===== src/rtl/instr_fetch.sv =====
// -----------------------------------------------------------------------------
// instr_fetch
// Instruction fetch stage. It issues one program memory read per cycle (when
// buffer space allows) and captures each returned word together with its
// address into a 2-entry buffer. The buffer head is presented to decode with a
// valid/ready handshake. A branch/jump redirect flushes the buffer, discards
// the read still in flight and restarts fetching at the redirect target.
//
// Ports
//   clk            : single clock, all state changes on its rising edge
//   rst            : asynchronous, active-high reset
//   mem_addr       : program memory byte address (the fetch pc)
//   mem_rd_strobe  : program memory read request
//   mem_wr_strobe  : program memory byte write enables, always 4'b0000
//   mem_data       : read data, valid the cycle after mem_rd_strobe
//   redirect_valid : branch/jump redirect request
//   redirect_pc    : redirect target byte address
//   if_valid       : instruction available to decode
//   if_ready       : decode accepts the instruction
//   if_instr       : instruction word at the buffer head
//   if_pc          : byte address of if_instr
//   fault          : misaligned-redirect fault
//
// Configuration macro
//   IFETCH_ALIGN_CHECK_EN : when defined, a redirect whose target has
//   redirect_pc[1:0] != 0 parks the stage in a FAULT state (fault = 1, no
//   fetching) until an aligned redirect arrives. When undefined, the low two
//   target bits are dropped and fault is tied low.
// -----------------------------------------------------------------------------
module instr_fetch #(
  parameter logic [31:0] RESET_PC = 32'h0000_0000
) (
  input  logic        clk,
  input  logic        rst,
  output logic [31:0] mem_addr,
  output logic        mem_rd_strobe,
  output logic [3:0]  mem_wr_strobe,
  input  logic [31:0] mem_data,
  input  logic        redirect_valid,
  input  logic [31:0] redirect_pc,
  output logic        if_valid,
  input  logic        if_ready,
  output logic [31:0] if_instr,
  output logic [31:0] if_pc,
  output logic        fault
);

`ifdef IFETCH_ALIGN_CHECK_EN
  typedef enum logic [0:0] {ST_RUN = 1'b0, ST_FAULT = 1'b1} state_t;
  // State entered on a redirect whose target cannot be fetched
  localparam state_t ST_BAD = ST_FAULT;
`else
  typedef enum logic [0:0] {ST_RUN = 1'b0} state_t;
  localparam state_t ST_BAD = ST_RUN;
`endif

  state_t      state_r, state_next_s;
  logic [31:0] pc_r, pc_next_s;
  logic [31:0] tag_r;
  logic        in_flight_r;
  logic        issue_s;

  // Two-entry buffer kept as a shift structure: head is always entry 0
  logic [1:0]  count_r, count_next_s;
  logic [31:0] head_pc_r, head_instr_r, tail_pc_r, tail_instr_r;
  logic [31:0] head_pc_next_s, head_instr_next_s, tail_pc_next_s, tail_instr_next_s;

  logic        pop_s, push_s;
  logic [2:0]  occ_s;
  logic [31:0] target_s;
  logic        target_ok_s;

`ifdef IFETCH_ALIGN_CHECK_EN
  assign target_s    = redirect_pc;
  assign target_ok_s = (redirect_pc[1:0] == 2'b00);
  assign fault       = (state_r == ST_FAULT);
`else
  assign target_s    = redirect_pc & 32'hFFFF_FFFC;
  assign target_ok_s = 1'b1;
  assign fault       = 1'b0;
`endif

  assign if_valid      = (count_r != 2'd0);
  assign if_pc         = head_pc_r;
  assign if_instr      = head_instr_r;
  assign pop_s         = if_valid && if_ready;
  // A response arriving in a redirect cycle belongs to the abandoned stream
  assign push_s        = in_flight_r && !redirect_valid;
  // Slots committed after this cycle if nothing new were issued
  assign occ_s         = {1'b0, count_r} + {2'b00, in_flight_r} - {2'b00, pop_s};
  assign mem_addr      = pc_r;
  assign mem_rd_strobe = issue_s;
  assign mem_wr_strobe = 4'b0000;

  // Next-state, next-pc and issue decision
  always_comb begin
    state_next_s = state_r;
    pc_next_s    = pc_r;
    issue_s      = 1'b0;
    case (state_r)
      ST_RUN: begin
        if (redirect_valid) begin
          if (target_ok_s) begin
            pc_next_s = target_s;
          end else begin
            state_next_s = ST_BAD;
          end
        end else if (!rst && (occ_s < 3'd2)) begin
          issue_s   = 1'b1;
          pc_next_s = pc_r + 32'd4;
        end else begin
          pc_next_s = pc_r;
        end
      end
`ifdef IFETCH_ALIGN_CHECK_EN
      ST_FAULT: begin
        if (redirect_valid && target_ok_s) begin
          state_next_s = ST_RUN;
          pc_next_s    = target_s;
        end else begin
          state_next_s = ST_FAULT;
        end
      end
`endif
      default: begin
        state_next_s = ST_RUN;
      end
    endcase
  end

  // Buffer update: flush wins, otherwise push/pop with order preserved
  always_comb begin
    count_next_s      = count_r;
    head_pc_next_s    = head_pc_r;
    head_instr_next_s = head_instr_r;
    tail_pc_next_s    = tail_pc_r;
    tail_instr_next_s = tail_instr_r;
    if (redirect_valid) begin
      count_next_s = 2'd0;
    end else begin
      case ({push_s, pop_s})
        2'b10: begin
          if (count_r == 2'd0) begin
            head_pc_next_s    = tag_r;
            head_instr_next_s = mem_data;
            count_next_s      = 2'd1;
          end else if (count_r == 2'd1) begin
            tail_pc_next_s    = tag_r;
            tail_instr_next_s = mem_data;
            count_next_s      = 2'd2;
          end else begin
            count_next_s = count_r;
          end
        end
        2'b01: begin
          head_pc_next_s    = tail_pc_r;
          head_instr_next_s = tail_instr_r;
          count_next_s      = count_r - 2'd1;
        end
        2'b11: begin
          if (count_r == 2'd2) begin
            head_pc_next_s    = tail_pc_r;
            head_instr_next_s = tail_instr_r;
            tail_pc_next_s    = tag_r;
            tail_instr_next_s = mem_data;
          end else begin
            head_pc_next_s    = tag_r;
            head_instr_next_s = mem_data;
          end
        end
        default: begin
          count_next_s = count_r;
        end
      endcase
    end
  end

  // State, pc and in-flight tracking registers
  always_ff @(posedge clk or posedge rst) begin
    if (rst) begin
      state_r     <= ST_RUN;
      pc_r        <= RESET_PC;
      in_flight_r <= 1'b0;
      tag_r       <= 32'h0000_0000;
    end else begin
      state_r     <= state_next_s;
      pc_r        <= pc_next_s;
      in_flight_r <= issue_s;
      tag_r       <= issue_s ? pc_r : tag_r;
    end
  end

  // Instruction buffer registers
  always_ff @(posedge clk or posedge rst) begin
    if (rst) begin
      count_r      <= 2'd0;
      head_pc_r    <= 32'h0000_0000;
      head_instr_r <= 32'h0000_0000;
      tail_pc_r    <= 32'h0000_0000;
      tail_instr_r <= 32'h0000_0000;
    end else begin
      count_r      <= count_next_s;
      head_pc_r    <= head_pc_next_s;
      head_instr_r <= head_instr_next_s;
      tail_pc_r    <= tail_pc_next_s;
      tail_instr_r <= tail_instr_next_s;
    end
  end

endmodule

===== config.mk =====
export PLATFORM = sky130hd
export DESIGN_NAME = instr_fetch
export DESIGN_NICKNAME = d
export VERILOG_FILES = /design/src/rtl/instr_fetch.sv
export SDC_FILE = /design/constraint.sdc
export NUM_CORES = 1
export LEC_CHECK = 0
export ABC_AREA = 1
export BUFFER_PORTS_ARGS = -buffer_cell sky130_fd_sc_hd__clkbuf_2
export CELL_PAD_IN_SITES_DETAIL_PLACEMENT = 1
export CELL_PAD_IN_SITES_GLOBAL_PLACEMENT = 1
export CORE_MARGIN = 2
export CORE_UTILIZATION = 42
export DETAILED_ROUTE_END_ITERATION = 8
export PLACE_DENSITY_LB_ADDON = 0.1
export RECOVER_POWER = 100
export SETUP_SLACK_MARGIN = 0.5
export SLEW_MARGIN = 20
export SYNTH_ARGS = -nofsm -noshare
export SYNTH_HDL_FRONTEND = slang
export SYNTH_SLANG_ARGS = --single-unit

===== constraint.sdc =====
create_clock -name clk -period 6.7 [get_ports clk]
set_input_delay 0 -clock clk [delete_from_list [all_inputs] [get_ports clk]]
set_output_delay 0 -clock clk [all_outputs]
set_load 0.005 [all_outputs]

# Yosys cells after proc, flatten, opt, wreduce, memory -nomap -nowiden
# Index checks and enable logic that the tools add are counted.
[word_totals]
reg_bits = 195
input_bits = 68
output_inout_bits = 103
elab_cells = 60
[op_classes]
n_addsub = 4
n_lt_le_gt_ge = 1
n_eq_ne = 10
n_mux = 22
n_bitwise = 1
n_reduce_logical = 14
[op_table]
columns = ["op", "count"]
rows = [
  ["two-way mux 32 bit", 12],
  ["case mux 32 bit (3 select lines)", 2],
  ["case mux 32 bit (2 select lines)", 2],
  ["adder 32 x 3 -> 32 bit (second input constant)", 1],
  ["inequality test 2 bit (second input constant)", 4],
  ["== test 2 bit (second input constant)", 3],
  ["two-way mux 2 bit", 3],
  ["nonzero test 2 bit", 3],
  ["nonzero test 3 bit", 2],
  ["AND reduction 5 bit", 1],
  ["== test 2 x 1 -> 1 bit (second input constant)", 2],
  ["inequality test 4 bit (second input constant)", 1],
  ["case mux 2 bit (2 select lines)", 1],
  ["adder 2 x 1 -> 3 bit", 1],
  ["logical AND 1 bit", 3],
  ["less-than comparator 3 x 2 -> 1 bit (second input constant)", 1],
  ["AND reduction 3 bit", 1],
  ["subtractor 3 x 1 -> 3 bit", 1],
  ["zero test 1 bit", 2],
  ["zero test 2 bit", 1],
  ["two-way mux 1 bit", 2],
  ["AND reduction 2 bit", 1],
  ["subtractor 2 x 1 -> 2 bit (second input constant)", 1],
  ["NOT 1 bit", 1],
]

# Depth between registers and ports, before layout
[logic_depth]
ltp_word = 7
depth_mapped = 19
ltp_nobuf = 17

# Least setup slack after synthesis
# OpenSTA, ideal clock, no wires.
[synth_timing]
path_kind = "reg-to-reg"
startpoint = "register count_r[1]"
endpoint = "register pc_r[17] (netlist: mem_addr[17])"
arrival_time_ps = 3259
required_time_ps = 6613
slack_ps = 3355
stages_incl_launch_ff = 18
path_buffers = 3
period_less_slack_ps = 3345
path_cell_list = "dfrtp_1 inv_1 ha_1 inv_2 nand2_4 inv_1 buf_2 buf_2 ha_1 or2_2 fa_1 inv_1 nor2_1 nand3_1 nor2_2 buf_2 nand3_1 o211ai_1"
[synth_via]
elab_chain_len = 6
word_cells_on_any_way = 7
[synth_rtl]
columns = ["item", "line_no", "rtl"]
rows = [
  ["start, declared", "64", "logic [1:0] count_r, count_next_s;"],
  ["start signal, assigned", "202", "count_r <= count_next_s;"],
  ["nonzero test 2 bit", "83", "assign if_valid = (count_r != 2'd0);"],
  ["named net if_valid", "41", "output logic if_valid,"],
  ["logical AND 1 bit", "86", "assign pop_s = if_valid && if_ready;"],
  ["subtractor 3 x 1 -> 3 bit", "90", "assign occ_s = {1'b0, count_r} + {2'b00, in_flight_r} - {2'b00, pop_s};"],
  ["less-than comparator 3 x 2 -> 1 bit", "108", "end else if (!rst && (occ_s < 3'd2)) begin"],
  ["logical AND 1 bit", "108", ""],
  ["nonzero test 2 bit (no source line)", "n/a", ""],
  ["end signal, assigned", "187", "pc_r <= pc_next_s;"],
  ["end, declared", "58", "logic [31:0] pc_r, pc_next_s;"],
]
# The timed path passes the listed nets, and every way through them passes these cells.
# A chain may end at the register's enable or synchronous reset.

# Worst setup path in the final report
[layout_timing]
startpoint = "register count_r[1]"
endpoint = "register count_r[0]"
[layout_via]
elab_chain_len = 5
word_cells_on_any_way = 12
[layout_rtl]
columns = ["item", "line_no", "rtl"]
rows = [
  ["nonzero test 2 bit", "83", ""],
  ["logical AND 1 bit", "86", ""],
  ["== test 2 bit or == test 2 x 1 -> 1 bit (tied branches)", "141", "case ({push_s, pop_s})"],
  ["inequality test 4 bit (no source line), or another cell as far along", "n/a", ""],
  ["AND reduction 2 bit (no source line) or two-way mux 2 bit (tied branches)", "n/a", ""],
]
# Several ways; a longest one is shown, not always the timed one.

==> metrics.md <==
| Metric | Value |
|---|---|
| Status | finished with violations |
| Failing checks | capacitance limit, slew limit |
| # setup viols final | 0 |
| Die height | roughly 150 um |
| DRT Pass-1 Iters | 4 |
| CTS Sinks | about 190 |
| Post-route cell area | 11100 sq um |
| Die area | about 23000 sq um |
| Critical path's top delay family | buffers and inverters |
| Share of the synthesized area in the top cell type | 50.2% |
| Layout overhead on the synthesized area | 18.9% |
| Pin count of the biggest net entering global routing | roughly 120 |
| Total Power | between 4000 and 5000 uW |
| Clk Tree Root Cell | clkbuf_16 |
| Compound-Gate Fraction of Synth Area | about 14% |
| Multiplexer share of the synthesized area | 0% |
| IO Port Bufs | 159 |
| Vias in the first global route | a little over 8000 |
| Adder and majority cell fraction of the synthesized area | less than 1% |
| 1st-iter DRT viols | between 300 and 400 |
| CP Buf/Inv Count | 5 |
| R2R Setup Slk | 1.85 ns |
| Worst vdd ir | ~210 uV |
| Nets@finish | around 1300 |
| Worst R2R Path Depth | 11 |
| RSZ-0062 raised after global routing | no |
| Row count | 54 |
| Vias per cell | between 5 and 6 |
| Initial antenna violation count | 0 |
| Max-cap viol count | 3 |
| Synth Register Bits | between 150 and 200 |
| DP Wirelength | about 16 mm |
| Pwr Density | around 440 nW/um^2 |
| WL met1 | about 12 mm |
| Type of the worst setup path | flip-flop to flip-flop |
| Routed Antenna Nets | 0 |
| Initial Utilization | between 40% and 50% |
| Crit path time final | a little under 5 ns |
| H-tree levels | 4 |
| Yosys warns | 0 |
| Placed cell area | 10100 sq um |
| DR WL/cell | ~17 um |
| Pre-CTS setup slack | approximately 2.9 ns |
| Share of cells above drive strength 1 | approximately 17% |
| DRC violations left | 0 |
| Crit path from | count_r[1]$_DFFE_PP0P_ |
| Met2 WL | roughly 13 mm |
| Critical path, cell by cell | inv_1 -> ha_1 -> inv_1 -> nand2_1 -> inv_2 -> buf_4 -> nand2_1 -> clkbuf_1 -> nand3_1 -> o21ai_0 -> o21ai_0 |
| GP Congestion | slightly below 0.8 |
| Cells after Synth | 1080 |
| Clock latency on the worst-skew pair | between 0.4 and 0.5 ns |
| Final critical-path share of the clock period | approximately 72% |
| Commonest cells after routing, fill and taps aside | 187 x dfrtp_1, 161 x nand3_1, 135 x nand2_1 |
| Die width | 153 um |
| Start of the worst register-to-register path | count_r[1]$_DFFE_PP0P_ |
| Reg-to-Reg End | count_r[0]$_DFFE_PP0P_ |
| Crit path capture | count_r[0]$_DFFE_PP0P_ |
| Worst Path Arrival | roughly 5.1 ns |
| # IOs | ~170 |
| Register area share after synthesis | approximately half |
| Gr usage total | around 22% |
| Largest family of logic cells by synthesized area | simple AND/OR/NAND/NOR gates |
| Worst Path Max Fanout | 65 |
| Met3 routed WL | 827 um |
| Grt ovf | 0 |
| CTS tree | yes |
| Total CTS buffers | 17 |
| Antenna fix cells | 0 |
| Crit path launch type | flip-flop |
| Fin. max-slew vios | around 190 |
| Vias | around 8000 |
| XOR/XNOR share of the synthesized area | less than 1% |
| Final WL | 25.7 mm |
| Synthesized area per cell | about 8.6 sq um |
| Synth unique cells | 38 |
| Post-route setup slack | roughly 1.9 ns |
| Total stage count of the critical path | 11 |
| Clock transition at path regs | roughly 0.070 ns |
| Required @ worst endpoint | around 7.0 ns |
| Core area | around 22000 sq um |
| Largest cells by area after synthesis | dfrtp_1 50%, nand3_1 8.6%, o21ai_2 5.4% |
| Leak | slightly above 0.005 uW |
| Fmax | 206 MHz |
| Max clock buf depth | 2 |
| Setup repair bufs after CTS | 0 |
| Post-Synth Simple-Gate Area | ~24% |
| Max layer used | met4 |
| Leading area contributor after synthesis | dfrtp_1 |
| Fin. Hold Viols | 0 |
| Post-synthesis cell area | ~9300 sq um |
| Worst Tran Pin Value | 3.22 ns |
| Clock skew | approximately 0.009 ns |
| Setup TNS | 0 ns |
| First-pass GRT wire length | 42.5 mm |
| Hold Crit Class | input pin to flip-flop |
| Most common cell after layout, fill and taps aside | dfrtp_1 |
| CP max-delay cell | clkbuf_1 |
| Setup crit end kind | flip-flop |
| Slew margin rel. | -115% |
| Largest stage delay, worst path | between 2 and 2.5 ns |
## metrics by stage
stage	std cells	hold WS, ns	utilization [%]
after detailed placement	1463	0.226	46.5
after global routing	1556	0.322	50.8
after floorplan	1088	0.127	-
final	1556	0.324	50.8
after CTS	1556	0.243	52.2
after global placement	1463	0.222	46.5
## logic make-up after synthesis
family | Yosys count
and+or+nand+nor | 490
AOI/OAI and AO/OA | 196
buffers and inverters | 195
DFF | 187
adders and majority gates | 6
xor gates and xnor gates | 5
other | 1
## flip-flops by register name, summed over array words and instances (netlist names)
| register | count |
|---|---|
| tag_r | 30 |
| mem_addr | 30 |
| if_pc | 30 |
| if_instr | 32 |
| tail_instr_r | 32 |
| count_r | 2 |
| tail_pc_r | 30 |
| in_flight_r | 1 |
## synthesized netlist by cell type
master	instances
a21boi_0	1
a21oi_1	12
a21oi_2	1
a31oi_1	63
and3_1	1
buf_1	6
buf_12	6
buf_2	32
buf_4	10
buf_8	1
clkbuf_1	20
clkbuf_4	1
clkinv_1	1
conb_1	1
dfrtp_1	187
fa_1	1
ha_1	5
inv_1	117
inv_2	1
nand2_1	134
nand2_2	59
nand2_4	1
nand3_1	161
nand3b_1	9
nand4_1	7
nor2_1	110
nor2_2	2
nor3_1	3
o211ai_1	9
o211ai_4	1
o21a_1	1
o21ai_0	47
o21ai_1	2
o21ai_2	58
o221ai_1	1
or2_2	2
or2_4	1
xor2_1	5
## layer usage
metal	global-route usage (%)	vias to the layer above
met5	0	-
met4	5.47	0
met3	3.40	17
met2	38.5	152
met1	29.8	3907
li1	-	3913
## where the power goes
group | total (uW) | switching [uW] | internal [uW]
Clock | 1070 | 438 | 632
Combinational | 1750 | 1080 | 672
Sequential | 2050 | 399 | 1650
Total | 4870 | 1910 | 2960
## worst min-delay path, stage by stage
cell           delay (ns)
dlygate4sd3_1        0.52
clkbuf_2             0.09
nand2_1              0.04
nand3_1              0.06
## area by class of cell
| type | instances | area (sq um) |
|---|---|---|
| clock buffers | 19 | 443 |
| clock inverters | 11 | 169 |
| fillers | 2701 | 10700 |
| inverters | 119 | 454 |
| multi-input cells | 706 | 3550 |
| flip-flops and latches | 187 | 4680 |
| well taps | 280 | 350 |
| repair buffers | 234 | 1440 |
## how the worst min path moves through the flow
stage                                     to  cells past startpoint       startpoint
floorplan            mem_addr[5]$_DFFE_PP0P_                      2   redirect_pc[5]
global placement     mem_addr[9]$_DFFE_PP0P_                      3   redirect_pc[9]
detailed placement  mem_addr[11]$_DFFE_PP0P_                      3  redirect_pc[11]
CTS                   count_r[1]$_DFFE_PP0P_                      6         if_ready
global route         mem_addr[5]$_DFFE_PP0P_                      4   redirect_pc[5]
finish              mem_addr[11]$_DFFE_PP0P_                      4  redirect_pc[11]
## what timing repair did
action / CTS / global route
hold endpoints to repair: 208 / 0
gates resized for setup: 0 / 0
hold buffers: 63 / 0
Note: power is estimated with default switching activity, not from simulation.
